===== src/rtl/arbitro_vetores_if.sv =====
`default_nettype none
`timescale 1ns/1ps
// ============================================================================
// Module      : arbitro_vetores_if
// Description : Bus bundle for arbitro_vetores. It carries the two requester
//               valid/ready channels, the output channel and the per-requester
//               transfer counters.
// Revision    : 1.0 - initial release
// ============================================================================
interface arbitro_vetores_if #(
  parameter int CNT_W = 16
);
  // Requester 0
  logic             req0_valid;
  logic             req0_ready;
  logic [31:0]      req0_data;
  logic [1:0]       req0_modo;
  // Requester 1
  logic             req1_valid;
  logic             req1_ready;
  logic [31:0]      req1_data;
  logic [1:0]       req1_modo;
  // Output channel
  logic             out_valid;
  logic             out_ready;
  logic [31:0]      out_data;
  logic             out_id;
  // Debug counters
  logic [CNT_W-1:0] cnt0;
  logic [CNT_W-1:0] cnt1;

  // Arbiter side
  modport slave (
    input  req0_valid, req0_data, req0_modo,
    input  req1_valid, req1_data, req1_modo,
    input  out_ready,
    output req0_ready, req1_ready,
    output out_valid, out_data, out_id,
    output cnt0, cnt1
  );

  // Requesters and consumer side
  modport master (
    output req0_valid, req0_data, req0_modo,
    output req1_valid, req1_data, req1_modo,
    output out_ready,
    input  req0_ready, req1_ready,
    input  out_valid, out_data, out_id,
    input  cnt0, cnt1
  );
endinterface
`default_nettype wire


===== src/rtl/arbitro_vetores.sv =====
`default_nettype none
`timescale 1ns/1ps
// ============================================================================
// Module      : arbitro_vetores
// Description : Two-requester round-robin arbiter feeding a nibble-permutation
//               datapath. The permuted word is held in a single output
//               register until the consumer takes it; a new word may replace
//               the old one in the same cycle it drains.
// Revision    : 1.0 - initial release
// ============================================================================
module arbitro_vetores #(
  parameter int CNT_W = 16
) (
  input  logic             clk,
  input  logic             rst_n,
  arbitro_vetores_if.slave bus
);

  // Output register occupancy
  localparam logic [0:0] LIVRE   = 1'b0;
  localparam logic [0:0] OCUPADO = 1'b1;

  localparam logic [1:0] MODO_IDENT = 2'b00;
  localparam logic [1:0] MODO_NIB   = 2'b01;
  localparam logic [1:0] MODO_BYTE  = 2'b10;

  logic [0:0]       estado_q, estado_d;
  logic             ultimo_q, ultimo_d;
  logic [31:0]      out_data_q, out_data_d;
  logic             out_id_q, out_id_d;
  logic [CNT_W-1:0] cnt0_q, cnt0_d;
  logic [CNT_W-1:0] cnt1_q, cnt1_d;

  logic             pode_aceitar;
  logic             grant;
  logic             aceita;
  logic [31:0]      palavra_sel;
  logic [1:0]       modo_sel;
  logic [31:0]      permutada;

  // Nibble permutation; nibble 7 is the most significant.
  function automatic logic [31:0] permuta(input logic [31:0] w, input logic [1:0] modo);
    logic [31:0] r;
    case (modo)
      MODO_IDENT: r = w;
      MODO_NIB:   r = {w[27:24], w[31:28], w[19:16], w[23:20],
                       w[11:8],  w[15:12], w[3:0],   w[7:4]};
      MODO_BYTE:  r = {w[7:0], w[15:8], w[23:16], w[31:24]};
      default:    r = {w[3:0],   w[7:4],   w[11:8],  w[15:12],
                       w[19:16], w[23:20], w[27:24], w[31:28]};
    endcase
    return r;
  endfunction

  // Round-robin grant: a lone requester wins, a conflict goes to the one not served last
  always_comb begin
    pode_aceitar = (estado_q == LIVRE) || bus.out_ready;
    if (bus.req0_valid && bus.req1_valid) begin
      grant = ~ultimo_q;
    end else begin
      grant = bus.req1_valid;
    end
    aceita      = pode_aceitar && (bus.req0_valid || bus.req1_valid);
    palavra_sel = grant ? bus.req1_data : bus.req0_data;
    modo_sel    = grant ? bus.req1_modo : bus.req0_modo;
    permutada   = permuta(palavra_sel, modo_sel);
  end

  // FSM state register; reset drops any in-flight word immediately
  always_ff @(posedge clk or negedge rst_n) begin
    if (!rst_n) begin
      estado_q <= LIVRE;
    end else begin
      estado_q <= estado_d;
    end
  end

  // FSM next state: a transfer always fills the register, a drain alone empties it
  always_comb begin
    estado_d = estado_q;
    case (estado_q)
      LIVRE: begin
        if (aceita) estado_d = OCUPADO;
      end
      OCUPADO: begin
        if (aceita) begin
          estado_d = OCUPADO;
        end else if (bus.out_ready) begin
          estado_d = LIVRE;
        end
      end
      default: estado_d = LIVRE;
    endcase
  end

  // FSM outputs: occupancy flag and the single-hot ready pair
  always_comb begin
    bus.out_valid  = (estado_q == OCUPADO);
    bus.req0_ready = aceita && !grant;
    bus.req1_ready = aceita && grant;
  end

  // Datapath next values: load on accept, otherwise hold (data kept after drain)
  always_comb begin
    out_data_d = out_data_q;
    out_id_d   = out_id_q;
    ultimo_d   = ultimo_q;
    cnt0_d     = cnt0_q;
    cnt1_d     = cnt1_q;
    if (aceita) begin
      out_data_d = permutada;
      out_id_d   = grant;
      ultimo_d   = grant;
      if (grant) begin
        cnt1_d = cnt1_q + CNT_W'(1);
      end else begin
        cnt0_d = cnt0_q + CNT_W'(1);
      end
    end
  end

  // Datapath registers; ultimo resets to 1 so requester 0 wins the first conflict
  always_ff @(posedge clk or negedge rst_n) begin
    if (!rst_n) begin
      out_data_q <= 32'h0;
      out_id_q   <= 1'b0;
      ultimo_q   <= 1'b1;
      cnt0_q     <= '0;
      cnt1_q     <= '0;
    end else begin
      out_data_q <= out_data_d;
      out_id_q   <= out_id_d;
      ultimo_q   <= ultimo_d;
      cnt0_q     <= cnt0_d;
      cnt1_q     <= cnt1_d;
    end
  end

  // Drive registered outputs onto the bus
  always_comb begin
    bus.out_data = out_data_q;
    bus.out_id   = out_id_q;
    bus.cnt0     = cnt0_q;
    bus.cnt1     = cnt1_q;
  end

endmodule
`default_nettype wire


===== src/flat_wrapper.sv =====
// flat-port wrapper written by rule: the top's interface ports become plain ports
module arbitro_vetores_flat 
#(
  parameter int CNT_W = 16
)
  (clk, rst_n, bus_req0_valid, bus_req0_data, bus_req0_modo, bus_req1_valid, bus_req1_data, bus_req1_modo, bus_out_ready, bus_req0_ready, bus_req1_ready, bus_out_valid, bus_out_data, bus_out_id, bus_cnt0, bus_cnt1);
  arbitro_vetores_if #(.CNT_W(CNT_W)) bus_i ();
  input  logic clk;
  input  logic rst_n;
  input wire logic [$bits(bus_i.req0_valid)-1:0] bus_req0_valid;
  input wire logic [$bits(bus_i.req0_data)-1:0] bus_req0_data;
  input wire logic [$bits(bus_i.req0_modo)-1:0] bus_req0_modo;
  input wire logic [$bits(bus_i.req1_valid)-1:0] bus_req1_valid;
  input wire logic [$bits(bus_i.req1_data)-1:0] bus_req1_data;
  input wire logic [$bits(bus_i.req1_modo)-1:0] bus_req1_modo;
  input wire logic [$bits(bus_i.out_ready)-1:0] bus_out_ready;
  output wire logic [$bits(bus_i.req0_ready)-1:0] bus_req0_ready;
  output wire logic [$bits(bus_i.req1_ready)-1:0] bus_req1_ready;
  output wire logic [$bits(bus_i.out_valid)-1:0] bus_out_valid;
  output wire logic [$bits(bus_i.out_data)-1:0] bus_out_data;
  output wire logic [$bits(bus_i.out_id)-1:0] bus_out_id;
  output wire logic [$bits(bus_i.cnt0)-1:0] bus_cnt0;
  output wire logic [$bits(bus_i.cnt1)-1:0] bus_cnt1;
  assign bus_i.req0_valid = bus_req0_valid;
  assign bus_i.req0_data = bus_req0_data;
  assign bus_i.req0_modo = bus_req0_modo;
  assign bus_i.req1_valid = bus_req1_valid;
  assign bus_i.req1_data = bus_req1_data;
  assign bus_i.req1_modo = bus_req1_modo;
  assign bus_i.out_ready = bus_out_ready;
  assign bus_req0_ready = bus_i.req0_ready;
  assign bus_req1_ready = bus_i.req1_ready;
  assign bus_out_valid = bus_i.out_valid;
  assign bus_out_data = bus_i.out_data;
  assign bus_out_id = bus_i.out_id;
  assign bus_cnt0 = bus_i.cnt0;
  assign bus_cnt1 = bus_i.cnt1;
  arbitro_vetores #(.CNT_W(CNT_W)) u_core (.clk(clk), .rst_n(rst_n), .bus(bus_i));
endmodule

===== config.mk =====
export PLATFORM = sky130hd
export DESIGN_NAME = arbitro_vetores_flat
export DESIGN_NICKNAME = d
export VERILOG_FILES = /design/src/rtl/arbitro_vetores_if.sv /design/src/rtl/arbitro_vetores.sv /design/src/flat_wrapper.sv
export SDC_FILE = /design/constraint.sdc
export NUM_CORES = 1
export LEC_CHECK = 0
export CAP_MARGIN = 25
export CORE_UTILIZATION = 24
export DETAILED_ROUTE_END_ITERATION = 7
export GPL_TIMING_DRIVEN = 0
export PLACE_DENSITY = 0.46
export SYNTH_ARGS = -nofsm -noshare
export SYNTH_HDL_FRONTEND = slang
export SYNTH_SLANG_ARGS = --single-unit

===== constraint.sdc =====
create_clock -name clk -period 1.9 [get_ports clk]
set_input_delay 0.285 -clock clk [delete_from_list [all_inputs] [get_ports clk]]
set_output_delay 0.285 -clock clk [all_outputs]
set_load 0.02 [all_outputs]

### Yosys cells after proc, flatten, opt, wreduce, memory -nomap -nowiden

Index checks and enable logic that the tools add are counted.
Widths: inputs -> output; s select.

| word-level totals | value |
|---|---|
| output and inout bits | 68 |
| input bits | 73 |
| register bits | 67 |

| operators by class | value |
|---|---|
| bitwise gates (word level) | 3 |
| reduce and logical (&&, ||, !) cells | 10 |
| equal/unequal tests | 2 |
| mux-type cells | 8 |
| add/subtract/negate cells | 2 |

Operators with widths:

| operator | number |
|---|---|
| $pmux 32 s3 | 1 |
| $add 16x1->16 const B | 2 |
| $mux 32 | 1 |
| $logic_and 1x1->1 | 4 |
| $mux 1 | 4 |
| $reduce_and 2->1 | 2 |
| $not 1->1 | 3 |
| $eq 2x1->1 const B | 1 |
| $eq 2x2->1 const B | 1 |
| $logic_not 2->1 | 1 |
| $logic_or 1x1->1 | 2 |
| $mux 2 | 1 |
| $pmux 1 s2 | 1 |
| $logic_not 1->1 | 1 |

### Longest topological paths before layout

Gate-level depths: netlist of the first run.

| depth | value |
|---|---|
| depth after elaboration | 5 |
| gate-level depth with buffers | 7 |
| depth with buffers taken out | 5 |

### Worst setup path after synthesis of the first run

No wires, ideal clock.

| timing | value |
|---|---|
| path kind | reg2reg |
| from | reg u_core.ultimo_q |
| to | reg u_core.out_data_q[27], in the netlist u_core.bus.out_data[27] |
| path buffers | 0 |
| path slack | 0.115 ns |
| required time | 1.782 ns |
| data arrival time | 1.667 ns |
| library setup time | 0.118 ns |
| cell stages (with the launch flop) | 5 |
| path through | dfstp_2 a21bo_4 mux2i_4 mux4_2 a21o_1 |

| on the way | value |
|---|---|
| cells in the longest elaborated chain, start to end | 5 |
| elaborated cells between the ends (all ways) | 8 |
| those cells by class | 2 x eq/ne; 4 x mux; 1 x bitwise; 1 x reduce/logical |

RTL lines:

| item | line | text |
|---|---|---|
| from (decl) | arbitro_vetores.sv:28 | `logic ultimo_q, ultimo_d;` |
| from (signal assigned) | arbitro_vetores.sv:133 | `ultimo_q <= ultimo_d;` |
| $not 1->1 * | arbitro_vetores.sv:59 | `grant = ~ultimo_q;` |
| $mux 1 * | arbitro_vetores.sv:58 | `if (bus.req0_valid && bus.req1_valid) begin` |
| $mux 2 | arbitro_vetores.sv:65 | `modo_sel = grant ? bus.req1_modo : bus.req0_modo;` |
| $eq 2x2->1, or another cell as far along | arbitro_vetores.sv:44 | `case (modo)` |
| $pmux 32 s3 * | arbitro_vetores.sv:44 |  |
| to (signal assigned) | arbitro_vetores.sv:131 | `out_data_q <= out_data_d;` |
| to (decl) | arbitro_vetores.sv:29 | `logic [31:0] out_data_q, out_data_d;` |

Mark *: on every way between the ends. The rest lies on a longest branch, timed or not.
A chain may end at the register's enable or synchronous reset.

### Worst setup path in the final report of the first run

Same ends and word-level chain as after synthesis.

==> results.sh, run 1 <==
export IMPL_yosys_area_top_type="dfrtp_1"
export IMPL_fin_skew_ns=0.00602
export IMPL_peakVddDrop_v=0.000447
export IMPL_drive_gt1_share_pct=19.3
export IMPL_wl_per_cell_um=21.3
export IMPL_antenna_found_initial=0
export IMPL_yosys_area_share_simple_pct=14.7
export IMPL_vias=4353
export IMPL_worstPathRequired_ns=2.14
export IMPL_wl_um=17600
export IMPL_status="complete, but fails checks"
export IMPL_clock_sinks=67
export IMPL_seq_area_frac_synth_pct=36.8
export IMPL_synth_commonest_cells="dfrtp_1, nand2_1, mux4_2, mux2i_1, xnor2_1"
export IMPL_critPathMaxFanout=5
export IMPL_syn_area_mm2=0.00456
export IMPL_first_iter_violations=276
export IMPL_synthMostInstantiatedCell="dfrtp_1"
export IMPL_synth_compound_area_share_pct=14.7
export IMPL_postSynthCellCount=430
export IMPL_multi_input_area_mm2=0.00274
export IMPL_grt_start_max_net_pins=52
export IMPL_cts_tree="yes"
export IMPL_crit_arrival_ns=2.21
export IMPL_maxCapViolations=0
export IMPL_drc=0
export IMPL_ff2ff_setup_slack_ns=-0.07
export IMPL_synth_seq_cells=67
export IMPL_maxSlewViolCount=0
export IMPL_violations="negative setup slack"
export IMPL_coreArea_mm2=0.0186
export IMPL_synth_main_ff_cell="dfrtp_1"
export IMPL_power_density_mw_per_mm2=869
export IMPL_cts_clk_slew_worst_paths_ns=0.06
export IMPL_first_global_vias=4428
export IMPL_via_per_inst=5.25
export IMPL_setup_tns_ns=-0.253
export IMPL_synthMuxAreaShare_pct=23.0
export IMPL_startpoint_type="register"
export IMPL_synth_cell_types=48
export IMPL_yosysWarningCount=0
export IMPL_htreeDepth=3
export IMPL_hold_path_class="input pin to register"
export IMPL_grtUsageTotal_pct=18.5
export IMPL_dr_pass1_iters=5
export IMPL_cp_end_kind="register"
export IMPL_final_seq_area_mm2=0.00168
export IMPL_period_share_pct=104
export IMPL_synth_top_cell_area_share_pct=36.2
export IMPL_dieArea_mm2=0.0195
export IMPL_hold_viol_final=0
export IMPL_synth_xor_xnor_area_share_pct=5.76
export IMPL_ioPinCount=141
export IMPL_die_x_um=140
export IMPL_placed_cell_area_mm2=0.00623
export IMPL_async_flop_share_pct=100
export IMPL_synthesis_nets=505
export IMPL_cts_root_buf="clkbuf_16"
export IMPL_rsz0062_at_grt="true"
export IMPL_path_class="register to register"
export IMPL_fin_util_pct=36.2
export IMPL_ys_top_cells_by_area="dfrtp_1, mux4_2, mux2i_1"
export IMPL_cp_startpoint="u_core.ultimo_q"
export IMPL_fin_ws_ns=-0.0728
export IMPL_reg2reg_to="u_core.bus.out_data[27]"
export IMPL_worstMarginPinSlew_ns=0.640
export IMPL_gp_congestion=0.916
export IMPL_power_mw=5.86
export IMPL_syn2layout_area_growth_pct=47.9
export IMPL_design_area_mm2=0.00674
export IMPL_avgSynthCellArea_um2=10.6
export IMPL_initial_core_util_pct=24.4
export IMPL_critPathCapture="u_core.bus.out_data[27]"
export IMPL_grt_pass1_wl_um=26700
export IMPL_r2r_start="u_core.ultimo_q"
export IMPL_cts_buffers=9
export IMPL_clock_fmax_mhz=507
export IMPL_num_rows=50
export IMPL_io_buffers=135
export IMPL_layout_nets=665
export IMPL_relSlewSlack_pct=57.2
export IMPL_place_detailed_hpwl_um=13000
export IMPL_synth_top_family_by_area="multiplexers"
export IMPL_synth_edf_count=0
export IMPL_ant_nets=0
export IMPL_synthAdderAreaFrac_pct=0.549
export IMPL_grt_overflow=0
export IMPL_whs_ns=0.268
export IMPL_dieHeight_um=140
export IMPL_antenna_cells=0
export IMPL_nFillCells=1885
export IMPL_clk_latency_ns=0.35
export IMPL_period_minus_slack_ns=1.97
export IMPL_cts_buffer_depth=2
export IMPL_p_leak_nw=2.79
export IMPL_r2r_cells=4
export IMPL_setup_violations=5
state kept, by name, summed over array words and instances, names as in the netlist:
name,cells
u_core.bus.out_id,1
u_core.bus.out_data,32
u_core.ultimo_q,1
u_core.bus.cnt0,16
u_core.bus.out_valid,1
u_core.bus.cnt1,16
cells by family (layout without fill, tap and decap cells):
logic type                 Yosys count  in the layout
DFF                                 67             67
and+or+nand+nor                    134            134
buffers and inverters               40            205
AOI/OAI and AO/OA                   90             90
xor gates and xnor gates            30             30
muxes                               67             67
adders and majority gates            2              2
worst min-delay path by stage:
stage,startpoint,to,depth (start not counted)
finish,bus_req0_valid,u_core.bus.out_valid,3
global route,bus_req0_valid,u_core.bus.out_valid,3
CTS,bus_req0_valid,u_core.bus.out_valid,3
detailed placement,rst_n,u_core.bus.cnt1[6],1
global placement,u_core.bus.cnt0[15],u_core.bus.cnt0[15],1
floorplan,rst_n,u_core.bus.cnt0[0],0
cells in the final DEF (no fill, tap or decap), drive strengths merged, types with 13 or more instances in the layout:
cell type,n
clkdlybuf4s50,131
dfrtp,66
nand2,48
buf,45
mux4,27
mux2i,27
xnor2,21
nand3,19
nor3,17
o21ai,16
nor2,14
mux2,13
clkbuf,13
stage by stage:
| stage | std cells | setup slack (ns) |
|---|---|---|
| 6_report | 829 | -0.0728 |
| 5_1_grt | 829 | -0.113 |
| 4_1_cts | 822 | -0.0803 |
| 3_5_place_dp | 800 | -1.04 |
| 3_3_place_gp | 799 | -2.10 |
| 2_1_floorplan | 430 | 0.115 |
critical path, stage by stage (launching register included):
cell and delay, ns:
dfstp_2 0.60, a21bo_4 0.19, mux2i_4 0.37, mux4_2 0.54
a21o_1 0.16
report_power, final:
part / switching (mW) / leakage, nW / total, mW / internal [mW]
logic: 1.06 / 1.79 / 2.09 / 1.03
registers: 0.237 / 0.846 / 1.92 / 1.68
clock network: 0.704 / 0.153 / 1.86 / 1.15
total: 2.00 / 2.79 / 5.86 / 3.86
metal layers:
layer	wire length [um]	up-vias	share of wire, %	track usage, %
met4	323	0	1.8	6.02
met1	7880	2167	45	23.9
met5	0	-	0	0
li1	-	1962	-	-
met2	8190	200	46	29.9
met3	1240	24	7.1	4.75
layout make-up:
type | count | share of cell area [%]
tap | 234 | 4.34
multi-input combinational | 323 | 40.6
clock inverter | 6 | 1.34
inverter | 8 | 0.631
sequential | 67 | 24.9
clock buffer | 10 | 3.40
timing repair buffer | 150 | 22.1
buffer | 31 | 2.75
repair_timing:
item                                    CTS  global route
endpoints found under the setup margin   40            25
hold endpoints to repair                 16             0
hold buffers                              1             0
setup buffers                             5             8
gates resized for setup                  33            13
pin swaps                                 3             3
Power figures use the tool's default switching activity.
==> run 2, diff against run 1 <==
--- a/config.mk
+++ b/config.mk
@@ -9,7 +9,8 @@
 export CORE_UTILIZATION = 24
 export DETAILED_ROUTE_END_ITERATION = 7
 export GPL_TIMING_DRIVEN = 0
-export PLACE_DENSITY = 0.46
+export PLACE_DENSITY = 0.45
+export SKIP_LAST_GASP = 1
 export SYNTH_ARGS = -nofsm -noshare
 export SYNTH_HDL_FRONTEND = slang
 export SYNTH_SLANG_ARGS = --single-unit
==> constraint.sdc (replaced) <==
create_clock -name clk -period 2.06 [get_ports clk]
set_input_delay 0.309 -clock clk [delete_from_list [all_inputs] [get_ports clk]]
set_output_delay 0.309 -clock clk [all_outputs]
set_load 0.02 [all_outputs]
==> run 2 against run 1 <==
  * The run now ends clean
  * Worst hold slack improved by 0.0038 ns
  * Worst setup slack improved by 0.14 ns
  * Final area decreased by 1.4%
  * Non-clock buffer count decreased by 11
  * Routed wire length decreased by 0.67%
  * Via count decreased by 0.85%
  * Total power decreased by 6.2%
  * Register-to-register slack improved by 0.14 ns
  * Flip-flop and latch count unchanged
  * Clock skew decreased by 0.00084 ns
==> results.sh, run 2 (synthesis results as in run 1) <==
export IMPL_status="finished, final reports clean"
export IMPL_final_seq_area_mm2=0.00168
export IMPL_reg2reg_to="u_core.bus.out_data[18]"
export IMPL_crit_arrival_ns=2.24
export IMPL_largest_reg_flops=32
export IMPL_cts_buffers=9
export IMPL_maxSlewViolCount=0
export IMPL_syn2layout_area_growth_pct=45.8
export IMPL_period_share_pct=96.5
export IMPL_wl_per_cell_um=21.4
export IMPL_grtUsageTotal_pct=18.5
export IMPL_critPathMaxStageDelay_ns=0.61
export IMPL_io_buffers=135
export IMPL_crit_family="multiplexers"
export IMPL_first_global_vias=4497
export IMPL_power_mw=5.49
export IMPL_ant_nets=0
export IMPL_setup_tns_ns=0
export IMPL_relSlewSlack_pct=38.2
export IMPL_initial_core_util_pct=24.4
export IMPL_startpoint_type="register"
export IMPL_htreeDepth=3
export IMPL_min_to="u_core.bus.out_valid"
export IMPL_layout_nets=654
export IMPL_r2r_start="u_core.ultimo_q"
export IMPL_hold_viol_final=0
export IMPL_cts_tree="yes"
export IMPL_ioPinCount=141
export IMPL_maxCapViolations=0
export IMPL_rsz0062_at_grt="false"
export IMPL_multi_input_area_mm2=0.00271
export IMPL_path_class="register to register"
export IMPL_dr_pass1_iters=4
export IMPL_ff2ff_setup_slack_ns=0.07
export IMPL_worstHoldStart="bus_req0_valid"
export IMPL_layout_commonest_cell="clkdlybuf4s50_1"
export IMPL_clock_fmax_mhz=503
export IMPL_place_detailed_hpwl_um=13200
export IMPL_grt_pass1_wl_um=26700
export IMPL_worstPathRequired_ns=2.31
export IMPL_grt_start_max_net_pins=54
export IMPL_num_rows=50
export IMPL_cp_cell_sequence="a21bo_4 > mux2i_4 > buf_6 > mux4_2 > a21o_1"
export IMPL_power_density_mw_per_mm2=827
export IMPL_clock_sinks=67
export IMPL_cts_clk_slew_worst_paths_ns=0.06
export IMPL_nFillCells=1895
export IMPL_drive_gt1_share_pct=17.0
export IMPL_worstMarginPinSlew_ns=0.922
export IMPL_p_leak_nw=2.73
export IMPL_cts_buffer_depth=2
export IMPL_path_buf_inv=1
export IMPL_antenna_found_initial=0
export IMPL_crit_slowest_cell="dfstp_2"
export IMPL_peakVddDrop_v=0.000410
export IMPL_coreArea_mm2=0.0186
export IMPL_mostFrequentLayoutCells="clkdlybuf4s50_1, dfrtp_1, nand2_1, mux4_2, mux2i_1"
export IMPL_via_per_inst=5.28
export IMPL_clk_latency_ns=0.35
export IMPL_fin_skew_ns=0.00518
export IMPL_vias=4316
export IMPL_wl_um=17500
export IMPL_grt_overflow=0
export IMPL_cp_end_kind="register"
export IMPL_critPathMaxFanout=10
export IMPL_gp_congestion=0.922
export IMPL_die_x_um=140
export IMPL_min_path_cells=3
export IMPL_drc=0
export IMPL_period_minus_slack_ns=1.99
export IMPL_cts_root_buf="clkbuf_16"
export IMPL_r2r_cells=5
export IMPL_hold_path_class="input pin to register"
export IMPL_dieHeight_um=140
export IMPL_setup_violations=0
export IMPL_dieArea_mm2=0.0195
export IMPL_first_iter_violations=299
## run 2: worst max path at each step
stage | startpoint | cells past startpoint | to | slack [ns]
2_1_floorplan | u_core.ultimo_q | 4 | u_core.bus.out_data[27] | 0.28
3_3_place_gp | rst_n | 1 | u_core.bus.out_data[5] | -2.01
3_5_place_dp | bus_out_ready | 6 | bus_req0_ready | -0.94
4_1_cts | u_core.ultimo_q | 4 | bus_req0_ready | -0.08
5_1_grt | u_core.ultimo_q | 5 | bus_req1_ready | 0.01
6_report | u_core.ultimo_q | 5 | u_core.bus.out_data[18] | 0.07
## run 2: timing repair
item	4_1_cts	5_1_grt
pin swaps	1	0
endpoints found under the setup margin	7	8
gates resized for setup	16	6
buffers inserted	3	0
hold endpoints to repair	14	0
hold buffers	1	0
## run 2: power breakdown
| group | switching, mW | internal (mW) |
|---|---|---|
| registers | 0.217 | 1.55 |
| clock network | 0.668 | 1.18 |
| logic | 0.962 | 0.917 |
| total | 1.85 | 3.65 |
## run 2: worst register-to-register path: cells and delay by family, from the launching register on
kind | cells | cell delay, ns
buf+inv | 1 | 0.22
flops | 1 | 0.61
mux | 2 | 0.67
compound gates | 2 | 0.39
## run 2: metrics by stage
stage | utilization [%] | hold WS [ns] | area (um^2) | std cells | setup WS [ns]
finish | 35.6 | 0.272 | 6640 | 818 | 0.0717
global route | 35.6 | 0.313 | 6640 | 817 | 0.0113
CTS | 35.6 | 0.262 | 6630 | 817 | -0.0825
detailed placement | 33.4 | 0.194 | 6230 | 800 | -0.937
global placement | 33.3 | 0.461 | 6200 | 799 | -2.01
floorplan | - | 0.0134 | 4560 | 430 | 0.275
## run 2: final cells by class
type                       instances  share of cell area (%)
tap                              234                    4.41
clock inverter                     6                    1.73
inverter                           8                   0.565
buffer                            30                    2.66
clock buffer                       9                    3.39
multi-input combinational        323                    40.8
timing repair buffer             140                    21.1
sequential                        67                    25.3
antenna                            1                  0.0377
## run 2: metal layers
layer | vias up | GRT usage, % | wire length (um)
met2 | 208 | 29.4 | 7980
met3 | 35 | 4.68 | 1190
met1 | 2135 | 23.9 | 7850
met5 | - | 0 | 0
li1 | 1938 | - | -
met4 | 0 | 7.35 | 496
==> run 3, diff against run 2 <==
--- a/config.mk
+++ b/config.mk
@@ -10,6 +10,7 @@
 export DETAILED_ROUTE_END_ITERATION = 7
 export GPL_TIMING_DRIVEN = 0
 export PLACE_DENSITY = 0.45
+export SETUP_SLACK_MARGIN = 0.02
 export SKIP_LAST_GASP = 1
 export SYNTH_ARGS = -nofsm -noshare
 export SYNTH_HDL_FRONTEND = slang
==> run 3 against run 2 <==
  * Final area rose by 0.81%
  * First-iteration DRC count decreased by 2.7%
  * Worst hold slack better by 0.0027 ns
  * Total power up 0.53%
  * Die area unchanged
  * Register-to-register slack worse by 0.02 ns
  * Combinational power is essentially flat
  * Non-clock buffer count grew 7
  * Clock skew about the same
  * Largest power group unchanged
  * Highest routed layer unchanged
==> results.sh, run 3 (synthesis results as in run 1) <==
export IMPL_clk_latency_ns=0.35
export IMPL_dr_pass1_iters=4
export IMPL_largest_reg_flops=32
export IMPL_hold_viol_final=0
export IMPL_cts_root_buf="clkbuf_16"
export IMPL_stdcell_count=824
export IMPL_ant_nets=0
export IMPL_clock_fmax_mhz=498
export IMPL_clock_sinks=67
export IMPL_dieArea_mm2=0.0195
export IMPL_power_density_mw_per_mm2=825
export IMPL_antenna_found_initial=0
export IMPL_path_class="register to register"
export IMPL_dp_cells=800
export IMPL_switching_power_mw=1.86
export IMPL_wl_per_cell_um=21.6
export IMPL_critPathMaxFanout=4
export IMPL_rsz0062_at_grt="true"
export IMPL_power_frac_comb_pct=34.6
export IMPL_maxCapViolations=0
export IMPL_pwr_share_clk_pct=33.4
export IMPL_cts_tree="yes"
export IMPL_nFillCells=1896
export IMPL_layout_nets=661
export IMPL_p_seq_share_pct=32.0
export IMPL_worstPathRequired_ns=2.30
export IMPL_die_x_um=140
export IMPL_crit_arrival_ns=2.25
export IMPL_via_per_inst=5.27
export IMPL_gp_congestion=0.922
export IMPL_grt_overflow=0
export IMPL_place_detailed_hpwl_um=13200
export IMPL_first_iter_violations=291
export IMPL_worstMarginPinSlew_ns=0.922
export IMPL_peakVddDrop_v=0.000409
export IMPL_grt_pass1_wl_um=26900
export IMPL_vias=4344
export IMPL_final_seq_area_mm2=0.00168
export IMPL_initial_core_util_pct=24.4
export IMPL_period_share_pct=97.5
export IMPL_period_minus_slack_ns=2.01
export IMPL_setup_violations=0
export IMPL_coreArea_mm2=0.0186
export IMPL_cts_buffers=9
export IMPL_r2r_cells=5
export IMPL_cts_clk_slew_worst_paths_ns=0.06
export IMPL_fin_skew_ns=0.00480
export IMPL_p_leak_nw=2.77
export IMPL_relSlewSlack_pct=38.2
export IMPL_status="finished, final reports clean"
export IMPL_syn2layout_area_growth_pct=46.9
export IMPL_drc=0
export IMPL_antenna_cells=0
export IMPL_dieHeight_um=140
export IMPL_grt_start_max_net_pins=54
export IMPL_multi_input_area_mm2=0.00272
export IMPL_ioPinCount=141
export IMPL_startpoint_type="register"
export IMPL_num_rows=50
export IMPL_hold_path_class="input pin to register"
export IMPL_min_path_cells=3
export IMPL_cp_end_kind="register"
export IMPL_io_buffers=135
export IMPL_first_global_vias=4500
export IMPL_layout_commonest_cell="clkdlybuf4s50_1"
export IMPL_p_int_mw=3.67
export IMPL_maxSlewViolCount=0
export IMPL_drive_gt1_share_pct=18.3
export IMPL_mostFrequentLayoutCells="clkdlybuf4s50_1, dfrtp_1, nand2_1, mux4_2, mux2i_1"
export IMPL_cts_buffer_depth=2
export IMPL_htreeDepth=3
export IMPL_switching_share_pct=33.6
export IMPL_grtUsageTotal_pct=18.6
export IMPL_power_mw=5.52
export IMPL_wl_um=17800
run 3: layout make-up:
type | count | share of cell area (%)
buffer | 32 | 2.88
timing repair buffer | 145 | 21.5
clock inverter | 6 | 1.72
clock buffer | 9 | 3.36
multi-input combinational | 323 | 40.6
sequential | 67 | 25.1
inverter | 8 | 0.486
tap | 234 | 4.37
run 3: power groups by stage:
stage / combinational, mW / clock (mW) / sequential [mW]
2_1_floorplan: 0.683 / 0 / 2.02
3_3_place_gp: 1.86 / 0 / 1.78
3_5_place_dp: 1.87 / 0 / 1.79
4_1_cts: 1.90 / 1.90 / 1.77
5_1_grt: 2.04 / 1.94 / 1.80
6_report: 1.91 / 1.85 / 1.77
run 3: metal layers:
| layer | GRT usage [%] | share of wire [%] |
|---|---|---|
| met1 | 23.9 | 44 |
| met2 | 29.8 | 46 |
| met3 | 4.92 | 7.4 |
| met4 | 7.46 | 3.1 |
| met5 | 0 | 0 |
run 3: repair_timing:
item	CTS	global route
pin swaps	1	2
setup buffers	3	5
hold buffers	1	0
hold endpoints to repair	14	0
setup endpoints to repair	9	5
gates resized for setup	21	7
run 3: metrics by stage:
step	TNS, ns	util, %	area [um^2]	hold WS [ns]	worst slack [ns]
2_1_floorplan	0	-	4560	0.0134	0.275
3_3_place_gp	-147.02	33.3	6200	0.461	-2.01
3_5_place_dp	-13.91	33.4	6230	0.194	-0.937
4_1_cts	-0.0849	35.7	6650	0.262	-0.0849
5_1_grt	-0.000867	35.9	6700	0.312	-0.000867
6_report	0	35.9	6700	0.274	0.0510
run 3: worst paths after layout:
| path | from | to | slack, ns |
|---|---|---|---|
| setup reg to reg | u_core.ultimo_q | u_core.bus.out_data[27] | 0.05 |
| hold reg to reg | u_core.bus.cnt0[15] | u_core.bus.cnt0[15] | 0.47 |
| max in group asynchronous | rst_n | u_core.ultimo_q | 1.10 |
| setup / recovery | u_core.ultimo_q | u_core.bus.out_data[27] | 0.05 |
| min in group asynchronous | rst_n | u_core.bus.cnt1[6] | 0.36 |
| hold / removal | bus_req0_valid | u_core.bus.out_valid | 0.27 |
run 3: critical path, stage by stage, from the launching register on:
cell and delay, ns:
dfstp_2 0.58, buf_6 0.12, a21bo_4 0.15, mux2i_4 0.35
mux4_2 0.54, a21o_1 0.16
